`src/rtl/parking_gate_ctrl_pkg.sv`:
```
// parking_gate_ctrl_pkg
// Shared definitions for the parking-lot entry gate controller:
//   - gate FSM state encoding
//   - event codes coming from the occupancy counter (dtc)
//   - bit positions inside the sticky error-flag vector
//   - helper for sizing the gate timer
package parking_gate_ctrl_pkg;

  // Gate FSM states. The encoding is fixed because the lot-status logic
  // downstream may probe it directly.
  typedef enum logic [1:0] {
    CLOSED = 2'b00,
    OPEN   = 2'b01,
    HOLD   = 2'b10
  } gate_state_e;

  // Event codes from the occupancy counter. Code 2'b10 is reserved and is
  // treated as "no event".
  localparam logic [1:0] DTC_NONE  = 2'b00;
  localparam logic [1:0] DTC_ENTRY = 2'b01;
  localparam logic [1:0] DTC_EXIT  = 2'b11;

  // Bit positions in err_flags = {tailgate, overflow, underflow}.
  localparam int TAILGATE  = 2;
  localparam int OVERFLOW  = 1;
  localparam int UNDERFLOW = 0;

  // Timer width: enough bits for the larger of the two reload values,
  // never less than one bit so a degenerate 1-cycle setting still builds.
  function automatic int timer_width(input int open_timeout, input int close_delay);
    int biggest;
    int w;
    biggest = (open_timeout > close_delay) ? open_timeout : close_delay;
    w = $clog2(biggest);
    return (w < 1) ? 1 : w;
  endfunction

endpackage

```
`src/rtl/parking_gate_ctrl_gate_timer.sv`:
```
// gate_timer
// Loadable down-counter used by the gate FSM for both the open-timeout and
// the close-delay intervals.
// Ports:
//   clk    in  system clock, rising edge
//   rst    in  synchronous active-high reset (count -> 0)
//   load   in  load 'value' this cycle (has priority over dec)
//   value  in  [W-1:0] reload value
//   dec    in  decrement request; ignored when the count is already zero
//   zero   out count is zero
module gate_timer #(
  parameter int W = 10
) (
  input  logic         clk,
  input  logic         rst,
  input  logic         load,
  input  logic [W-1:0] value,
  input  logic         dec,
  output logic         zero
);

  logic [W-1:0] count_q;
  logic [W-1:0] count_d;

  // Next count: a load wins over a decrement, and the counter saturates at
  // zero instead of wrapping so a stray dec can never re-arm it.
  always_comb begin
    count_d = count_q;
    if (load) begin
      count_d = value;
    end else if (dec && (count_q != '0)) begin
      count_d = count_q - 1'b1;
    end
  end

  // Count register.
  always_ff @(posedge clk) begin
    if (rst) begin
      count_q <= '0;
    end else begin
      count_q <= count_d;
    end
  end

  assign zero = (count_q == '0);

endmodule

```
`src/rtl/parking_gate_ctrl.sv`:
```
// parking_gate_ctrl
// Entry-barrier controller sitting behind the parking-lot occupancy counter.
// Opens the barrier on a ticket request when the lot is not full, closes it
// after an entry (with a hold delay) or after a timeout, and keeps sticky
// error flags for tailgating and counter overflow/underflow.
// Ports:
//   clk        in   system clock, rising edge
//   rst        in   synchronous active-high reset
//   req_in     in   entry request (ticket button), level
//   dtc        in   [1:0] counter event: 00 none, 01 entry, 11 exit, 10 reserved
//   cnt        in   [2:0] current occupancy
//   err_clr    in   clears err_flags
//   gate_open  out  barrier open command
//   full       out  registered lot-full indicator
//   deny       out  one-cycle pulse per refused request cycle (lot full)
//   timeout    out  one-cycle pulse when the gate closes without an entry
//   err_flags  out  [2:0] sticky {tailgate, overflow, underflow}
module parking_gate_ctrl
  import parking_gate_ctrl_pkg::*;
#(
  parameter int CAPACITY     = 7,
  parameter int OPEN_TIMEOUT = 1000,
  parameter int CLOSE_DELAY  = 200
) (
  input  logic       clk,
  input  logic       rst,
  input  logic       req_in,
  input  logic [1:0] dtc,
  input  logic [2:0] cnt,
  input  logic       err_clr,
  output logic       gate_open,
  output logic       full,
  output logic       deny,
  output logic       timeout,
  output logic [2:0] err_flags
);

  localparam int TW = timer_width(OPEN_TIMEOUT, CLOSE_DELAY);
  localparam logic [TW-1:0] OPEN_RELOAD  = TW'(OPEN_TIMEOUT - 1);
  localparam logic [TW-1:0] CLOSE_RELOAD = TW'(CLOSE_DELAY - 1);

  gate_state_e state_q, state_d;
  logic        gate_open_q, gate_open_d;
  logic        full_q, full_d;
  logic        deny_q, deny_d;
  logic        timeout_q, timeout_d;
  logic [2:0]  err_q, err_d;
  logic [2:0]  err_new;

  logic          t_load;
  logic [TW-1:0] t_value;
  logic          t_dec;
  logic          t_zero;

  logic is_entry;
  logic is_exit;

  assign is_entry = (dtc == DTC_ENTRY);
  assign is_exit  = (dtc == DTC_EXIT);

  gate_timer #(.W(TW)) u_timer (
    .clk   (clk),
    .rst   (rst),
    .load  (t_load),
    .value (t_value),
    .dec   (t_dec),
    .zero  (t_zero)
  );

  // Gate FSM next state, timer control and output pulses. All decisions use
  // the registered full flag, so a count change takes one cycle to matter.
  // In OPEN an entry beats the timeout even on the cycle the timer is zero.
  always_comb begin
    state_d   = state_q;
    t_load    = 1'b0;
    t_value   = '0;
    t_dec     = 1'b0;
    deny_d    = 1'b0;
    timeout_d = 1'b0;
    unique case (state_q)
      CLOSED: begin
        if (req_in) begin
          if (!full_q) begin
            state_d = OPEN;
            t_load  = 1'b1;
            t_value = OPEN_RELOAD;
          end else begin
            deny_d = 1'b1;
          end
        end
      end
      OPEN: begin
        if (is_entry) begin
          state_d = HOLD;
          t_load  = 1'b1;
          t_value = CLOSE_RELOAD;
        end else if (t_zero) begin
          state_d   = CLOSED;
          timeout_d = 1'b1;
        end else begin
          t_dec = 1'b1;
        end
      end
      HOLD: begin
        // Extra entries here are expected (cars queueing) and do not re-arm.
        if (t_zero) begin
          state_d = CLOSED;
        end else begin
          t_dec = 1'b1;
        end
      end
      default: begin
        state_d = CLOSED;
      end
    endcase
  end

  // Error detection and sticky flag update. A clear and a fresh error in the
  // same cycle leave the fresh bit set while the other bits clear.
  always_comb begin
    err_new            = '0;
    err_new[TAILGATE]  = is_entry && (state_q == CLOSED);
    err_new[OVERFLOW]  = is_entry && (cnt == 3'd7);
    err_new[UNDERFLOW] = is_exit  && (cnt == 3'd0);
    err_d = (err_clr ? 3'b000 : err_q) | err_new;
  end

  // Registered gate command and lot-full flag.
  always_comb begin
    gate_open_d = (state_d != CLOSED);
    full_d      = (int'(cnt) >= CAPACITY);
  end

  // State and output registers; reset drops the gate on the next edge.
  always_ff @(posedge clk) begin
    if (rst) begin
      state_q     <= CLOSED;
      gate_open_q <= 1'b0;
      full_q      <= 1'b0;
      deny_q      <= 1'b0;
      timeout_q   <= 1'b0;
      err_q       <= 3'b000;
    end else begin
      state_q     <= state_d;
      gate_open_q <= gate_open_d;
      full_q      <= full_d;
      deny_q      <= deny_d;
      timeout_q   <= timeout_d;
      err_q       <= err_d;
    end
  end

  assign gate_open = gate_open_q;
  assign full      = full_q;
  assign deny      = deny_q;
  assign timeout   = timeout_q;
  assign err_flags = err_q;

endmodule

```
`config.mk`:
```
export PLATFORM = sky130hd
export DESIGN_NAME = parking_gate_ctrl
export DESIGN_NICKNAME = d
export VERILOG_FILES = /design/src/rtl/parking_gate_ctrl_pkg.sv /design/src/rtl/parking_gate_ctrl_gate_timer.sv /design/src/rtl/parking_gate_ctrl.sv
export SDC_FILE = /design/constraint.sdc
export NUM_CORES = 1
export LEC_CHECK = 0
export CORE_AREA = 10 10 60 62
export DETAILED_ROUTE_END_ITERATION = 8
export DIE_AREA = 0 0 70 72
export DONT_BUFFER_PORTS = 1
export PLACE_DENSITY = 0.55
export SETUP_SLACK_MARGIN = 0.2
export SYNTH_ARGS = -nofsm -noshare
export SYNTH_HDL_FRONTEND = slang
export SYNTH_SLANG_ARGS = --single-unit
```
`constraint.sdc`:
```
create_clock -name clk -period 5.2 [get_ports clk]
set_input_delay 1.04 -clock clk [delete_from_list [all_inputs] [get_ports clk]]
set_output_delay 1.04 -clock clk [all_outputs]
set_load 0.1 [all_outputs]
```
==> results.sh <==
export IMPL_fin_skew_ps=6.97
export IMPL_wire_per_inst_um=16.0
export IMPL_peakVddDrop_mv=0.167
export IMPL_synth_edf_count=0
export IMPL_end_kind="output pin"
export IMPL_cts_setup_buffers=0
export IMPL_ff2ff_path_depth=4
export IMPL_htree_levels=1
export IMPL_yosysSeqAreaShare_pct=35.5
export IMPL_p_leak_nw=0.424
export IMPL_netlist_area_um2=1070
export IMPL_period_needed_ps=2370
export IMPL_nets=138
export IMPL_yosys_area_top_type_share_pct=35.5
export IMPL_port_buffers=0
export IMPL_setup_violations_final=0
export IMPL_via_per_inst=6.21
export IMPL_min_period_over_period_pct=45.6
export IMPL_rsz0062_at_grt="no"
export IMPL_cts_clk_slew_worst_paths_ps=110
export IMPL_worstPathArrival_ps=1330
export IMPL_finalSetupTns_ps=0
export IMPL_pre_cts_ws_ps=2970
export IMPL_hp_class="register to register"
export IMPL_firstDrtPassIters=4
export IMPL_max_slew_worst_pin_slew_ps=1040
export IMPL_hpwl_um=1860
export IMPL_p_per_area_nw_per_um2=319
export IMPL_synth_area_leader_cell="dfxtp_1"
export IMPL_postCtsHoldBufs=0
export IMPL_critPathLaunchType="register"
export IMPL_cts_tree="yes"
export IMPL_grt_overflow=0
export IMPL_cts_resized=0
export IMPL_place_gp_congestion=0.812
export IMPL_drt_met1_wl_um=1090
export IMPL_fmax_mhz=422
export IMPL_synth_common_cells="19 x dfxtp_1, 8 x inv_1, 8 x nor2_1, 8 x nor3_1"
export IMPL_drv_slew=0
export IMPL_clock_root_buffer="clkbuf_4"
export IMPL_clock_sinks=19
export IMPL_ys_ff_latch=19
export IMPL_maxCapViolations=0
export IMPL_grt_total_usage_pct=9.41
export IMPL_drive_above_1_share_pct=6.56
export IMPL_dp_cells=148
export IMPL_hold_path_cell_count=2
export IMPL_routed_top_layer="met4"
export IMPL_first_global_vias=906
export IMPL_clock_latency_ps=300
export IMPL_synth_cell_types=40
export IMPL_die_w_um=70
export IMPL_cts_buffer_depth=2
export IMPL_dr_first_iter_drc_count=57
export IMPL_ant_nets=0
export IMPL_dr_wl_met2_um=1140
export IMPL_wl_met3_um=188
export IMPL_synthFlopType="dfxtp_1"
export IMPL_row_count=18
export IMPL_initial_core_util_pct=44.1
export IMPL_fp_dieH_um=72
export IMPL_final_hold_viol_count=0
export IMPL_synth_avg_cell_area_um2=8.79
export IMPL_synthCells=122
export IMPL_worstReg2RegStart="full"
export IMPL_hold_start="u_timer.count_q[2]"
export IMPL_pin_count=16
export IMPL_async_flop_share_pct=0
export IMPL_antenna_found_initial=0
export IMPL_grt_max_degree=21
export IMPL_reg2reg_to="u_timer.count_q[8]"
export IMPL_cts_made_buffers=3
export IMPL_relSlewSlack_pct=30.6
export IMPL_antennaDiodeCount=0
export IMPL_synth_most_common_cell="dfxtp_1"
export IMPL_yosys_top_cells_area="dfxtp_1 35%, ha_1 7.0%, nor3_1 3.7%"
export IMPL_area_delta_synth_final_pct=3.85
export IMPL_whs_endpoint="u_timer.count_q[2]"
export IMPL_crit_path_max_fanout=5
export IMPL_setup_slack_ps=2830
export IMPL_dieArea_um2=5040
export IMPL_drt_total_wl_um=2430
export IMPL_drc=0
export IMPL_outcome="complete, no violations"
export IMPL_cp_required_ps=4160
export IMPL_routed_via_count=944
export IMPL_power_mw=0.355
export IMPL_syn_num_nets=137
export IMPL_grt_pass1_wl_um=4060
export IMPL_r2r_slack_ps=3090
export IMPL_synth_warnings=0
export IMPL_path_class="register to output pin"
export IMPL_finalNonFillerCells=152
export IMPL_core_um2=2430
==> sequential cells by signal (all words and copies together), names as in the netlist <==
signal           flops
deny                 1
err_flags            3
full                 1
gate_open            1
state_q              2
timeout              1
u_timer.count_q     10
==> per-layer routing <==
layer / vias to the layer above / GRT usage (%)
met5: - / 0
met4: 0 / 2.63
met3: 2 / 4.22
met2: 13 / 15.8
met1: 454 / 10.5
li1: 475 / -
==> report_power, final <==
group          leakage (nW)  internal [mW]  total, mW  switching (mW)
registers             0.156          0.158      0.191          0.0326
clock network        0.0150         0.0299     0.0759          0.0461
logic                 0.253         0.0360     0.0887          0.0526
total                 0.424          0.224      0.355           0.131
==> area by class of cell <==
| class | instances | area (um^2) |
|---|---|---|
| fillers | 245 | 1320 |
| multi-input cells | 91 | 639 |
| flip-flops and latches | 19 | 380 |
| clock buffers | 4 | 26.3 |
| inverters | 8 | 30.0 |
| well taps | 30 | 37.5 |
==> metrics by stage <==
step | area [um^2] | util, % | hold WS [ps]
final | 1110 | 45.8 | 563
after floorplan | 1070 | - | 517
after global placement | 1090 | 44.7 | 544
after global routing | 1110 | 45.8 | 601
after CTS | 1110 | 45.8 | 561
after detailed placement | 1090 | 44.7 | 541
==> layout by cell type, fill, tap and decap left out, drive strengths merged <==
cell	count
dfxtp	19
nor3	9
inv	8
nor2	8
nand2	6
a31oi	6
ha	6
nand3	4
a211oi	4
nand4	4
clkbuf	4
and3	3
nand3b	3
a21oi	3
a31o	3
nand2b	2
o311a	2
and3b	2
and4b	2
or3	2
a311oi	2
o21ai	2
or4	2
and4	2
o21a	2
nor4	2
and2b	1
o31a	1
nor2b	1
a22oi	1
and2	1
a22o	1
a221oi	1
nor3b	1
o221ai	1
o41a	1
==> worst max path at each step <==
stage	startpoint	endpoint	slack (ps)	cells after the start
after CTS	full	full	2820	0
after detailed placement	dtc[1]	u_timer.count_q[8]	2970	4
after floorplan	dtc[1]	u_timer.count_q[6]	3110	5
after global placement	dtc[1]	u_timer.count_q[8]	3000	4
final	full	full	2830	0
after global routing	full	full	2790	0
==> kinds of logic after synthesis <==
kind of cell	Yosys count	share of synthesized area [%]
and+or+nand+nor	55	31.6
AOI/OAI and AO/OA	30	21.0
DFF	19	35.5
adders and majority gates	6	7.00
buffers and inverters	12	4.90
(Power assumes the default switching activity.)
==> RTL change, RTL diff (same settings) <==
The output `timeout` loses its register stage (`timeout_q` becomes a continuous assignment).
--- a/src/rtl/parking_gate_ctrl.sv
+++ b/src/rtl/parking_gate_ctrl.sv
@@ -139,5 +139,4 @@
       full_q      <= 1'b0;
       deny_q      <= 1'b0;
-      timeout_q   <= 1'b0;
       err_q       <= 3'b000;
     end else begin
@@ -146,8 +145,9 @@
       full_q      <= full_d;
       deny_q      <= deny_d;
-      timeout_q   <= timeout_d;
       err_q       <= err_d;
     end
   end
+
+  assign timeout_q = timeout_d;
 
   assign gate_open = gate_open_q;
Function: same outputs for any inputs over 10 cycles, from zero or initial values and one cycle with rst high; that may be too few to reach the edited logic, so the function may still have changed.
==> RTL change against the original RTL <==
Clock power shrank 9.5%. Clock skew is 0.0062 ns lower. Die area is the same. Sequential power fell by 6%. Utilization fell by 3.4 points. Sequential cell count is 1 lower. Register-to-register slack is essentially flat. Design area down 7.5%. Wire length down 13%. Synthesized area decreased by 9.9%. Setup slack worse by 0.42 ns. Critical path type unchanged. Highest routed layer unchanged. Total power is 8.4% lower. Non-clock buffer count grew 1.
==> RTL change: results (changes against the original RTL) <==
{
  "run_status": "finished clean",
  "worst-endpoint-arrival": {"value": 1.75, "unit": "ns", "change": "+0.42 ns"},
  "synth_compound_area_share": {"value": 13.86, "unit": "%", "change": "-7.1 points"},
  "leakage": {"value": 0.3946, "unit": "nW", "change": "-7.0%"},
  "regToRegEndpoint": "u_timer.count_q[1]",
  "post_synth_fa_ha_maj_area_fraction": {"value": 7.772, "unit": "%", "change": "+0.77 points"},
  "clock_pin_transition_on_the_worst_setup_and_hold_timing_paths": {"value": 0.09, "unit": "ns", "change": "-0.02 ns"},
  "crit_path_max_fanout": {"value": 4, "change": "-1"},
  "peakVddDrop": {"value": 0.0001944, "unit": "V", "change": "+16%"},
  "grt_first_pass_wirelength": {"value": 3.663, "unit": "mm", "change": "-9.9%"},
  "synth.area.top_cells": "dfxtp_1 37%, ha_1 7.8%, xnor2_1 5.4%",
  "mappedNetlistNets": {"value": 122, "change": "-11%"},
  "detail_route.iter0.violations": {"value": 25, "change": "-56%"},
  "synth_common_cells": "18 x dfxtp_1, 9 x nor3_1, 8 x nor2_1",
  "whs_endpoint": "u_timer.count_q[9]",
  "finalWeightedCongestion": {"value": 0.8113, "change": "-0.11%"},
  "rr_worst_depth": {"value": 5, "change": "+1"},
  "use_met3": {"value": 3.946, "unit": "%", "change": "-0.27 points"},
  "grt_pass1_vias": {"value": 801, "change": "-12%"},
  "muxShareOfSynthArea": {"value": 2.202, "unit": "%", "change": "+2.2 points"},
  "rrSetupSlack": {"value": 3.08, "unit": "ns", "change": "about the same"},
  "final_nets": {"value": 125, "change": "-9.4%"},
  "grt_use_met2": {"value": 13.80, "unit": "%", "change": "-2.0 points"},
  "timing.slew.headroom": {"value": 31.55, "unit": "%", "change": "+0.98 points"},
  "global_route.usage.total": {"value": 8.756, "unit": "%", "change": "-0.65 points"},
  "wirelength": {"value": 2.112, "unit": "mm", "change": "-13%"}
}
-- RTL change: cell types whose count changed after synthesis, moves of 3 or more --
cell      change
and3_1        -3
nor4_1        +3
o21ai_0       +4
xnor2_1       +6
a21oi_1       +3
a211oi_1      -3
a31oi_1       -6
a31o_2        -3
inv_1         -3
-- RTL change: stage by stage --
stage	setup WS (ns)	hold slack, ns	util, %	power, mW	instances
2_1_floorplan	1.303	0.5148	-	0.2442	107
3_3_place_gp	2.393	0.5695	41.41	0.2584	135
3_5_place_dp	2.387	0.5543	41.41	0.2603	135
4_1_cts	2.380	0.5814	42.34	0.3298	138
5_1_grt	2.242	0.6313	42.34	0.3461	138
6_report	2.408	0.5778	42.34	0.3255	138
-- RTL change: worst max path at each step --
stage / startpoint / to / slack [ns] / cells past startpoint
after global placement: dtc[1] / timeout / 2.39 / 4
final: u_timer.count_q[0] / timeout / 2.41 / 6
after detailed placement: dtc[1] / timeout / 2.39 / 4
after CTS: u_timer.count_q[0] / timeout / 2.38 / 6
after global routing: u_timer.count_q[0] / timeout / 2.24 / 6
after floorplan: dtc[1] / timeout / 1.30 / 3
-- RTL change: critical path: cells and delay by family (launching register included) --
family / cells / cell delay [ns]
adders and majority gates: 1 / 0.15
buffers and inverters: 2 / 0.43
and+or+nand+nor: 3 / 0.54
DFF: 1 / 0.34
-- RTL change: cells by family after synthesis --
family / after synthesis
and+or+nand+nor: 46
DFF: 18
muxes: 2
adders and majority gates: 6
xor gates and xnor gates: 7
AOI/OAI and AO/OA: 20
buffers and inverters: 8
-- RTL change: cell type report --
class	count	area share [%]
multi-input cells	81	56.62
flip-flops and latches	18	34.99
well taps	30	3.645
clock buffers	3	2.187
inverters	5	1.823
repair buffers	1	0.7290
